`src/rtl/cmp_pkg.sv`:
```
// Shared types for the cmp4-based statistics stage: sample width and tracker states.
package cmp_pkg;

    localparam int unsigned DATA_W = 4;

    typedef enum logic [1:0] {
        IDLE,
        RUN,
        DONE
    } mm_state_t;

endpackage

```
`src/rtl/cmp4.sv`:
```
// 4-bit unsigned magnitude comparator: flags a > b and a < b.
module cmp4
    import cmp_pkg::*;
(
    input  logic [DATA_W-1:0] a,
    input  logic [DATA_W-1:0] b,
    output logic              Greater,
    output logic              Less
);

    assign Greater = (a > b);
    assign Less    = (a < b);

endmodule

```
`src/rtl/minmax_tracker.sv`:
```
// Burst statistics: max/min with first-occurrence indices and rising-step count,
// taken over a valid/ready stream of len 4-bit samples.
module minmax_tracker
    import cmp_pkg::*;
#(
    parameter int unsigned CNT_W = 8
) (
    input  logic              clk,
    input  logic              rst_n,
    input  logic              start,
    input  logic [CNT_W-1:0]  len,
    input  logic              in_valid,
    output logic              in_ready,
    input  logic [DATA_W-1:0] in_data,
    output logic              busy,
    output logic              done,
    output logic [DATA_W-1:0] max_out,
    output logic [DATA_W-1:0] min_out,
    output logic [CNT_W-1:0]  max_idx,
    output logic [CNT_W-1:0]  min_idx,
    output logic [CNT_W-1:0]  rise_cnt
);

    mm_state_t         state_q, state_d;
    logic              busy_q, busy_d;
    logic              done_q, done_d;
    logic [CNT_W-1:0]  len_q, len_d;
    logic [CNT_W-1:0]  cnt_q, cnt_d;
    logic [DATA_W-1:0] max_q, max_d;
    logic [DATA_W-1:0] min_q, min_d;
    logic [DATA_W-1:0] prev_q, prev_d;
    logic [CNT_W-1:0]  max_idx_q, max_idx_d;
    logic [CNT_W-1:0]  min_idx_q, min_idx_d;
    logic [CNT_W-1:0]  rise_q, rise_d;

    logic gt_max, gt_min, gt_prev;
    logic lt_min, lt_max_unused, lt_prev_unused;

    cmp4 u_cmp_max (.a(in_data), .b(max_q),  .Greater(gt_max),  .Less(lt_max_unused));
    cmp4 u_cmp_min (.a(in_data), .b(min_q),  .Greater(gt_min),  .Less(lt_min));
    cmp4 u_cmp_prv (.a(in_data), .b(prev_q), .Greater(gt_prev), .Less(lt_prev_unused));

    always_comb begin
        state_d   = state_q;
        len_d     = len_q;
        cnt_d     = cnt_q;
        max_d     = max_q;
        min_d     = min_q;
        prev_d    = prev_q;
        max_idx_d = max_idx_q;
        min_idx_d = min_idx_q;
        rise_d    = rise_q;

        case (state_q)
            IDLE: begin
                if (start) begin
                    len_d     = len;
                    cnt_d     = '0;
                    max_d     = '0;
                    min_d     = '0;
                    prev_d    = '0;
                    max_idx_d = '0;
                    min_idx_d = '0;
                    rise_d    = '0;
                    state_d   = (len == '0) ? DONE : RUN;
                end
            end
            RUN: begin
                if (in_valid) begin
                    if (cnt_q == '0) begin
                        max_d = in_data;
                        min_d = in_data;
                    end else begin
                        // Strict compares: ties keep the earliest index.
                        if (gt_max) begin
                            max_d     = in_data;
                            max_idx_d = cnt_q;
                        end
                        if (lt_min) begin
                            min_d     = in_data;
                            min_idx_d = cnt_q;
                        end
                        if (gt_prev) rise_d = rise_q + CNT_W'(1);
                    end
                    prev_d = in_data;
                    cnt_d  = cnt_q + CNT_W'(1);
                    if (cnt_q == len_q - CNT_W'(1)) state_d = DONE;
                end
            end
            DONE:    state_d = IDLE;
            default: state_d = IDLE;
        endcase

        busy_d = (state_d == RUN);
        done_d = (state_d == DONE);
    end

    always_ff @(posedge clk or negedge rst_n) begin
        if (!rst_n) begin
            state_q   <= IDLE;
            busy_q    <= 1'b0;
            done_q    <= 1'b0;
            len_q     <= '0;
            cnt_q     <= '0;
            max_q     <= '0;
            min_q     <= '0;
            prev_q    <= '0;
            max_idx_q <= '0;
            min_idx_q <= '0;
            rise_q    <= '0;
        end else begin
            state_q   <= state_d;
            busy_q    <= busy_d;
            done_q    <= done_d;
            len_q     <= len_d;
            cnt_q     <= cnt_d;
            max_q     <= max_d;
            min_q     <= min_d;
            prev_q    <= prev_d;
            max_idx_q <= max_idx_d;
            min_idx_q <= min_idx_d;
            rise_q    <= rise_d;
        end
    end

    assign busy     = busy_q;
    assign in_ready = busy_q;
    assign done     = done_q;
    assign max_out  = max_q;
    assign min_out  = min_q;
    assign max_idx  = max_idx_q;
    assign min_idx  = min_idx_q;
    assign rise_cnt = rise_q;

endmodule

```
`config.mk`:
```
export PLATFORM = sky130hd
export DESIGN_NAME = minmax_tracker
export DESIGN_NICKNAME = d
export VERILOG_FILES = /design/src/rtl/cmp_pkg.sv /design/src/rtl/cmp4.sv /design/src/rtl/minmax_tracker.sv
export SDC_FILE = /design/constraint.sdc
export NUM_CORES = 1
export LEC_CHECK = 0
export CAP_MARGIN = 30
export CORE_UTILIZATION = 45
export CTS_BUF_LIST = sky130_fd_sc_hd__clkbuf_4 sky130_fd_sc_hd__clkbuf_8
export CTS_CLUSTER_DIAMETER = 150
export CTS_CLUSTER_SIZE = 28
export DETAILED_ROUTE_END_ITERATION = 16
export DONT_BUFFER_PORTS = 1
export PLACE_DENSITY_LB_ADDON = 0.05
export SYNTH_ARGS = -nofsm -noshare
export SYNTH_HDL_FRONTEND = slang
export SYNTH_SLANG_ARGS = --single-unit
```
`constraint.sdc`:
```
create_clock -name clk -period 1.9 [get_ports clk]
set_input_delay 0.38 -clock clk [delete_from_list [all_inputs] [get_ports clk]]
set_output_delay 0.38 -clock clk [all_outputs]
set_load 0.01 [all_outputs]
```
==> out/metrics.yaml, run 1 <==
status:
  status: "finished, violations left"
  violations: "negative setup slack"
setup_path:
  critPathBufInv: 2
  cp_slowest_cell: "dfrtp_1"
  crit_family: "compound AO/OA/AOI/OAI gates"
  timing_worst_setup_path_type: "flip-flop to flip-flop"
  path_cells: "inv_1 -> ha_1 -> a21o_1 -> a21o_1 -> a21o_1 -> a21oi_2 -> buf_4 -> mux2_4"
  slowest_delay_ps: 370
  path_common_cell: "a21o_1"
  worstSetupStartpointType: "flip-flop"
  r2r_end: "min_out[3]"
  cp.required_ps: 2100
  cp.arrival_ps: 2120
  worst_setup_path_end_kind: "flip-flop"
  reg2regPathDepth: 8
  critPathMaxFanout: 3
  rr_startpoint: "min_out[1]"
  r2r_slack_ps: -20
route:
  drt_first_iter_violations: 54
  vias_per_cell: 5.45
  drc: 0
  drt-total-wl_mm: 6.64
  ant_nets: 0
  vias: 2222
  wire_per_inst_um: 16.3
  dr.pass1.iters: 4
floorplanning:
  io_pins: 51
  placementRows: 29
  start_util_pct: 46.8
  dieArea_um2: 6940
  core_um2: 6350
  die_w_um: 83.3
  die_y_um: 83.3
yosys:
  synth_cell_types: 41
  synth_compound_area_share_pct: 13.1
  synth-warning-count: 0
  synth_seq_cells: 56
  synthArstFlopShare_pct: 100
  synth_xor_area_share_pct: 5.30
  synth_area_leaders: "dfrtp_1, ha_1, mux2_2, xnor2_1, inv_1"
  syn_inst: 291
  ys_seq_area_share_pct: 47.1
  synth_area_leader_cell: "dfrtp_1"
  synth_ff_type: "dfrtp_1"
  synth_top_family_by_area: "simple AND/OR/NAND/NOR gates"
  syn_nets: 322
  synth_top_area_share_pct: 47.1
  synth_fa_ha_area_share_pct: 6.31
  synth_common_cells: "dfrtp_1, inv_1, nor2_1, nand2_1, mux2_2"
  synth_edf_count: 0
  avgSynthCellArea_um2: 10.2
  muxShareOfSynthArea_pct: 8.08
  synth-simple-area-share_pct: 15.6
  synth.cell_area_um2: 2970
  synth_most_common_cell: "dfrtp_1"
power_and_ir_drop:
  p_leak_nw: 1.65
  ir_worst_vdd_uv: 782
  pwr_density_cell_nw_per_um2: 1710
clock_tree:
  cts_tree: "built"
  worstSkewPairLatency_ps: 310
  cts_buffers: 5
  cts_max_level: 2
  path_clk_slew_ps: 100
  cts_root_buffer: "clkbuf_8"
  cts_sinks: 56
  clockBufferDepth: 2
grt:
  grt_pass1_vias: 2202
  antenna_found_initial: 0
  grt_pass1_wl_mm: 11.0
  grt_max_degree: 57
  track_usage_pct: 20.0
  gr-total-overflow: 0
final_layout:
  fin_nets: 361
  antenna_cells: 0
  fin_cells: 408
  fillers: 563
  drive_above_1_share_pct: 27.5
  fin_util_pct: 57.2
  area_delta_synth_final_pct: 22.0
sta:
  layout_min_cycle_time_ps: 1920
  fin_crit_sh_pct: 101
  setup_violations: 4
  hold_viol_final: 0
  max_clock_freq_mhz: 522
  max_slew_margin_pct: 65.5
  setup_ws_ps: -15.9
  rsz0062_at_grt: "yes"
  worst_slew_pin_slew_ps: 512
  skew_ps: 3.82
  drv_slew: 0
flow_run:
  max-cap-violations: 0
placement:
  io_buffers: 0
  place_congestion: 0.817
  dp_cells: 394
  dp_slack_ps: -144
  hpwl_mm: 4.75
min_path:
  whs_path_depth: 1
  hold_path_class: "input port to flip-flop"
  worstHoldStart: "in_valid"
  holdPathEnd: "state_q[0]"
[what timing repair did]
item                       4_1_cts  5_1_grt
setup buffers                    1        3
hold buffers                     2        0
hold endpoints to repair        56        0
pin swaps                        9       11
resized for setup                8       21
setup endpoints to repair       20       34
[metrics by stage]
stage                     area, µm²  TNS (ps)  total power, mW  hold slack [ps]
after floorplan                2980         0             4.04             84.4
after global placement         3340     -1460             5.15             85.8
after detailed placement       3340     -1380             5.18             85.9
after CTS                      3510      -238             6.04              167
after global routing           3630      -860             6.68              164
final                          3630     -31.4             6.20              167
[cells by family (layout without fill, tap and decap cells)]
family	count (synthesis)	after routing
simple gates	90	90
flops	56	56
mux	22	22
buf+inv	34	74
xor+xnor	18	18
compound gates	56	56
fa+ha+maj	15	15
[worst register-to-register path: stages, from the launching register on]
cell     delay, ps
dfrtp_1        370
inv_1           50
ha_1           260
a21o_1         180
a21o_1         150
a21o_1         190
a21oi_2        170
buf_4          160
mux2_4         290
[layout by cell type, fill, tap and decap left out, types with 5 or more instances in the layout]
cell type and n:
a21o_1 6, a21oi_1 7, a22o_1 8, and3_1 5, buf_4 38, clkbuf_8 5, dfrtp_1 53, ha_1 13
inv_1 21, mux2_2 11, mux2_4 5, mux2i_1 6, nand2_1 18, nand2b_1 6, nand3_1 7, nand4_1 8
nor2_1 20, nor3_1 6, o21ai_0 13, xnor2_1 14
[metal layers]
layer | routed length (µm) | vias up | global-route usage [%]
met4 | 67 | 0 | 5.33
met2 | 2990 | 34 | 30.8
met1 | 3320 | 1090 | 28.4
li1 | - | 1094 | -
met5 | 0 | - | 0
met3 | 262 | 4 | 4.57
[flip-flops by register name, indices dropped and copies added (netlist names)]
| signal | cells |
|---|---|
| busy | 1 |
| cnt_q | 8 |
| done | 1 |
| len_q | 8 |
| max_idx | 8 |
| max_out | 4 |
| min_idx | 8 |
| min_out | 4 |
| prev_q | 4 |
| rise_cnt | 8 |
| state_q | 2 |
[final cells by class]
class                   instances  area (µm²)  area share (%)
multi-input cells             201        1570            43.2
flip-flops and latches         56        1410            38.7
repair buffers                 44         385            10.6
well taps                      77        96.3            2.65
inverters                      22        82.6            2.28
clock buffers                   5        68.8            1.90
clock inverters                 3        22.5           0.620
[power by group]
part,total [mW],internal (mW),leakage [nW],switching (mW)
logic,3.34,1.73,0.909,1.60
clock network,0.686,0.266,0.0485,0.420
registers,2.18,1.68,0.697,0.499
[how the worst max path moves through the flow]
stage,from,endpoint,cells after the start
after detailed placement,max_out[1],max_out[2],8
after CTS,min_out[1],min_out[3],8
final,min_out[1],min_out[3],8
after global placement,in_data[1],max_out[3],7
after global routing,len_q[1],busy,6
after floorplan,max_out[1],max_out[0],8
No activity file was read; power rests on OpenSTA's default activity.
==> run 2, diff against run 1 <==
--- a/config.mk
+++ b/config.mk
@@ -5,6 +5,7 @@
 export SDC_FILE = /design/constraint.sdc
 export NUM_CORES = 1
 export LEC_CHECK = 0
+export ABC_CLOCK_PERIOD_IN_PS = 1900
 export CAP_MARGIN = 30
 export CORE_UTILIZATION = 45
 export CTS_BUF_LIST = sky130_fd_sc_hd__clkbuf_4 sky130_fd_sc_hd__clkbuf_8
==> results of run 2 <==
Same layout as run 1: the final DEF is identical, and so are final timing and power.
==> run 3, diff against run 2 <==
--- a/config.mk
+++ b/config.mk
@@ -14,6 +14,7 @@
 export DETAILED_ROUTE_END_ITERATION = 16
 export DONT_BUFFER_PORTS = 1
 export PLACE_DENSITY_LB_ADDON = 0.05
+export SKIP_CTS_REPAIR_TIMING = 1
 export SYNTH_ARGS = -nofsm -noshare
 export SYNTH_HDL_FRONTEND = slang
 export SYNTH_SLANG_ARGS = --single-unit
==> out/metrics.yaml, run 3 (synthesis results as in run 1) <==
final_layout:
  drive_above_1_share_pct: 26.9
  final_common_cell: "dfrtp_1"
  layout_common_cells: "dfrtp_1, buf_4, inv_1"
  area_delta_synth_final_pct: 21.5
  fin_nets: 361
  fillers: 567
  antenna_cells: 0
clock_tree:
  path_clk_slew_ps: 100
  clockBufferDepth: 2
  cts_tree: "built"
  cts_root_buffer: "clkbuf_8"
  cts_buffers: 5
  worstSkewPairLatency_ps: 310
  cts_sinks: 56
  cts_max_level: 2
setup_path:
  crit_family: "compound AO/OA/AOI/OAI gates"
  path_cells: "inv_1 -> ha_1 -> a21o_1 -> a21o_1 -> a21o_1 -> a21oi_2 -> buf_4 -> mux2_4"
  critPathMaxFanout: 3
  rr_startpoint: "min_out[1]"
  critPathBufInv: 2
  reg2regPathDepth: 8
  cp.arrival_ps: 2130
  r2r_end: "min_out[3]"
  worst_setup_path_end_kind: "flip-flop"
  worstSetupStartpointType: "flip-flop"
  cp_slowest_cell: "dfrtp_1"
  cp.required_ps: 2100
  slowest_delay_ps: 370
  r2r_slack_ps: -20
  path_common_cell: "a21o_1"
  timing_worst_setup_path_type: "flip-flop to flip-flop"
  crit_start: "min_out[1]"
power_and_ir_drop:
  ir_worst_vdd_uv: 788
  pwr_density_cell_nw_per_um2: 1710
  power_mw: 6.17
  p_leak_nw: 1.65
floorplanning:
  io_pins: 51
  dieArea_um2: 6940
  placementRows: 29
  start_util_pct: 46.8
  core_um2: 6350
  die_y_um: 83.3
  die_w_um: 83.3
placement:
  hpwl_mm: 4.75
  place_congestion: 0.817
  io_buffers: 0
min_path:
  holdPathEnd: "state_q[0]"
  whs_path_depth: 1
  worstHoldStart: "in_valid"
  hold_path_class: "input port to flip-flop"
grt:
  track_usage_pct: 19.9
  grt_pass1_vias: 2195
  gr-total-overflow: 0
  antenna_found_initial: 0
  grt_pass1_wl_mm: 11.0
  grt_max_degree: 57
sta:
  drv_slew: 0
  worst_slew_pin_slew_ps: 514
  max_slew_margin_pct: 65.4
  layout_min_cycle_time_ps: 1920
  hold_viol_final: 0
  hold_slack_ps: 170
  max_clock_freq_mhz: 520
  setup_ws_ps: -21.8
  fin_crit_sh_pct: 101
  setup_violations: 4
  skew_ps: 5.94
  rsz0062_at_grt: "yes"
flow_run:
  max-cap-violations: 0
route:
  drc: 0
  dr.pass1.iters: 4
  ant_nets: 0
  wire_per_inst_um: 16.4
  vias: 2222
  vias_per_cell: 5.45
  drt-total-wl_mm: 6.69
  drt_first_iter_violations: 54
status:
  violations: "negative setup slack"
  status: "finished, violations left"
run 3: changes by cell type in the layout (fill, tap and decap cells not counted):
cell / before / now
xnor2_1: 14 / 15
dfrtp_1: 53 / 54
xnor2_2: 1 / 0
nor4_4: 1 / 0
dfrtp_2: 3 / 2
nor4_2: 0 / 1
run 3: layout make-up:
type | instances | area [µm²] | share of cell area, %
multi-input cells | 201 | 1550 | 43.0
flip-flops and latches | 56 | 1400 | 38.9
repair buffers | 44 | 385 | 10.7
well taps | 77 | 96.3 | 2.67
inverters | 22 | 82.6 | 2.29
clock buffers | 5 | 68.8 | 1.91
clock inverters | 3 | 22.5 | 0.623
run 3: layer usage:
metal  vias to the layer above  routed length [µm]  global-route usage, %  part of all wire, %
li1                       1096                   -                      -                    -
met1                      1081                3350                   28.2                   50
met2                        41                2980                   30.8                   45
met3                         4                 285                   4.47                  4.3
met4                         0                  67                   5.33                  1.0
met5                         -                   0                      0                    0
run 3: report_power, final:
part           total [mW]  switching, mW  internal, mW
sequential           2.17          0.488          1.68
combinational        3.32           1.60          1.72
clock               0.687          0.421         0.266
total                6.17           2.51          3.66
run 3: worst register-to-register path: cells and delay by family, from the launching register on:
kind                       cells  cell delay [ps]
adders and majority gates      1              260
AOI/OAI and AO/OA              4              690
buffers and inverters          2              210
muxes                          1              290
DFF                            1              370
run 3: worst max path at each step:
stage / cells past startpoint / to
final: 8 / min_out[3]
after global routing: 6 / busy
after CTS: 8 / max_out[2]
after detailed placement: 8 / max_out[2]
after global placement: 7 / max_out[3]
after floorplan: 8 / max_out[0]
run 3: through the flow:
stage	setup WS, ps	utilization (%)	TNS (ps)	cell area [µm²]	instances
2_1_floorplan	7.39	-	0	2980	291
3_3_place_gp	-129	52.6	-1460	3340	394
3_5_place_dp	-144	52.6	-1380	3340	394
4_1_cts	-167	54.1	-1750	3430	402
5_1_grt	-131	56.9	-704	3610	408
6_report	-21.8	56.9	-60.8	3610	408
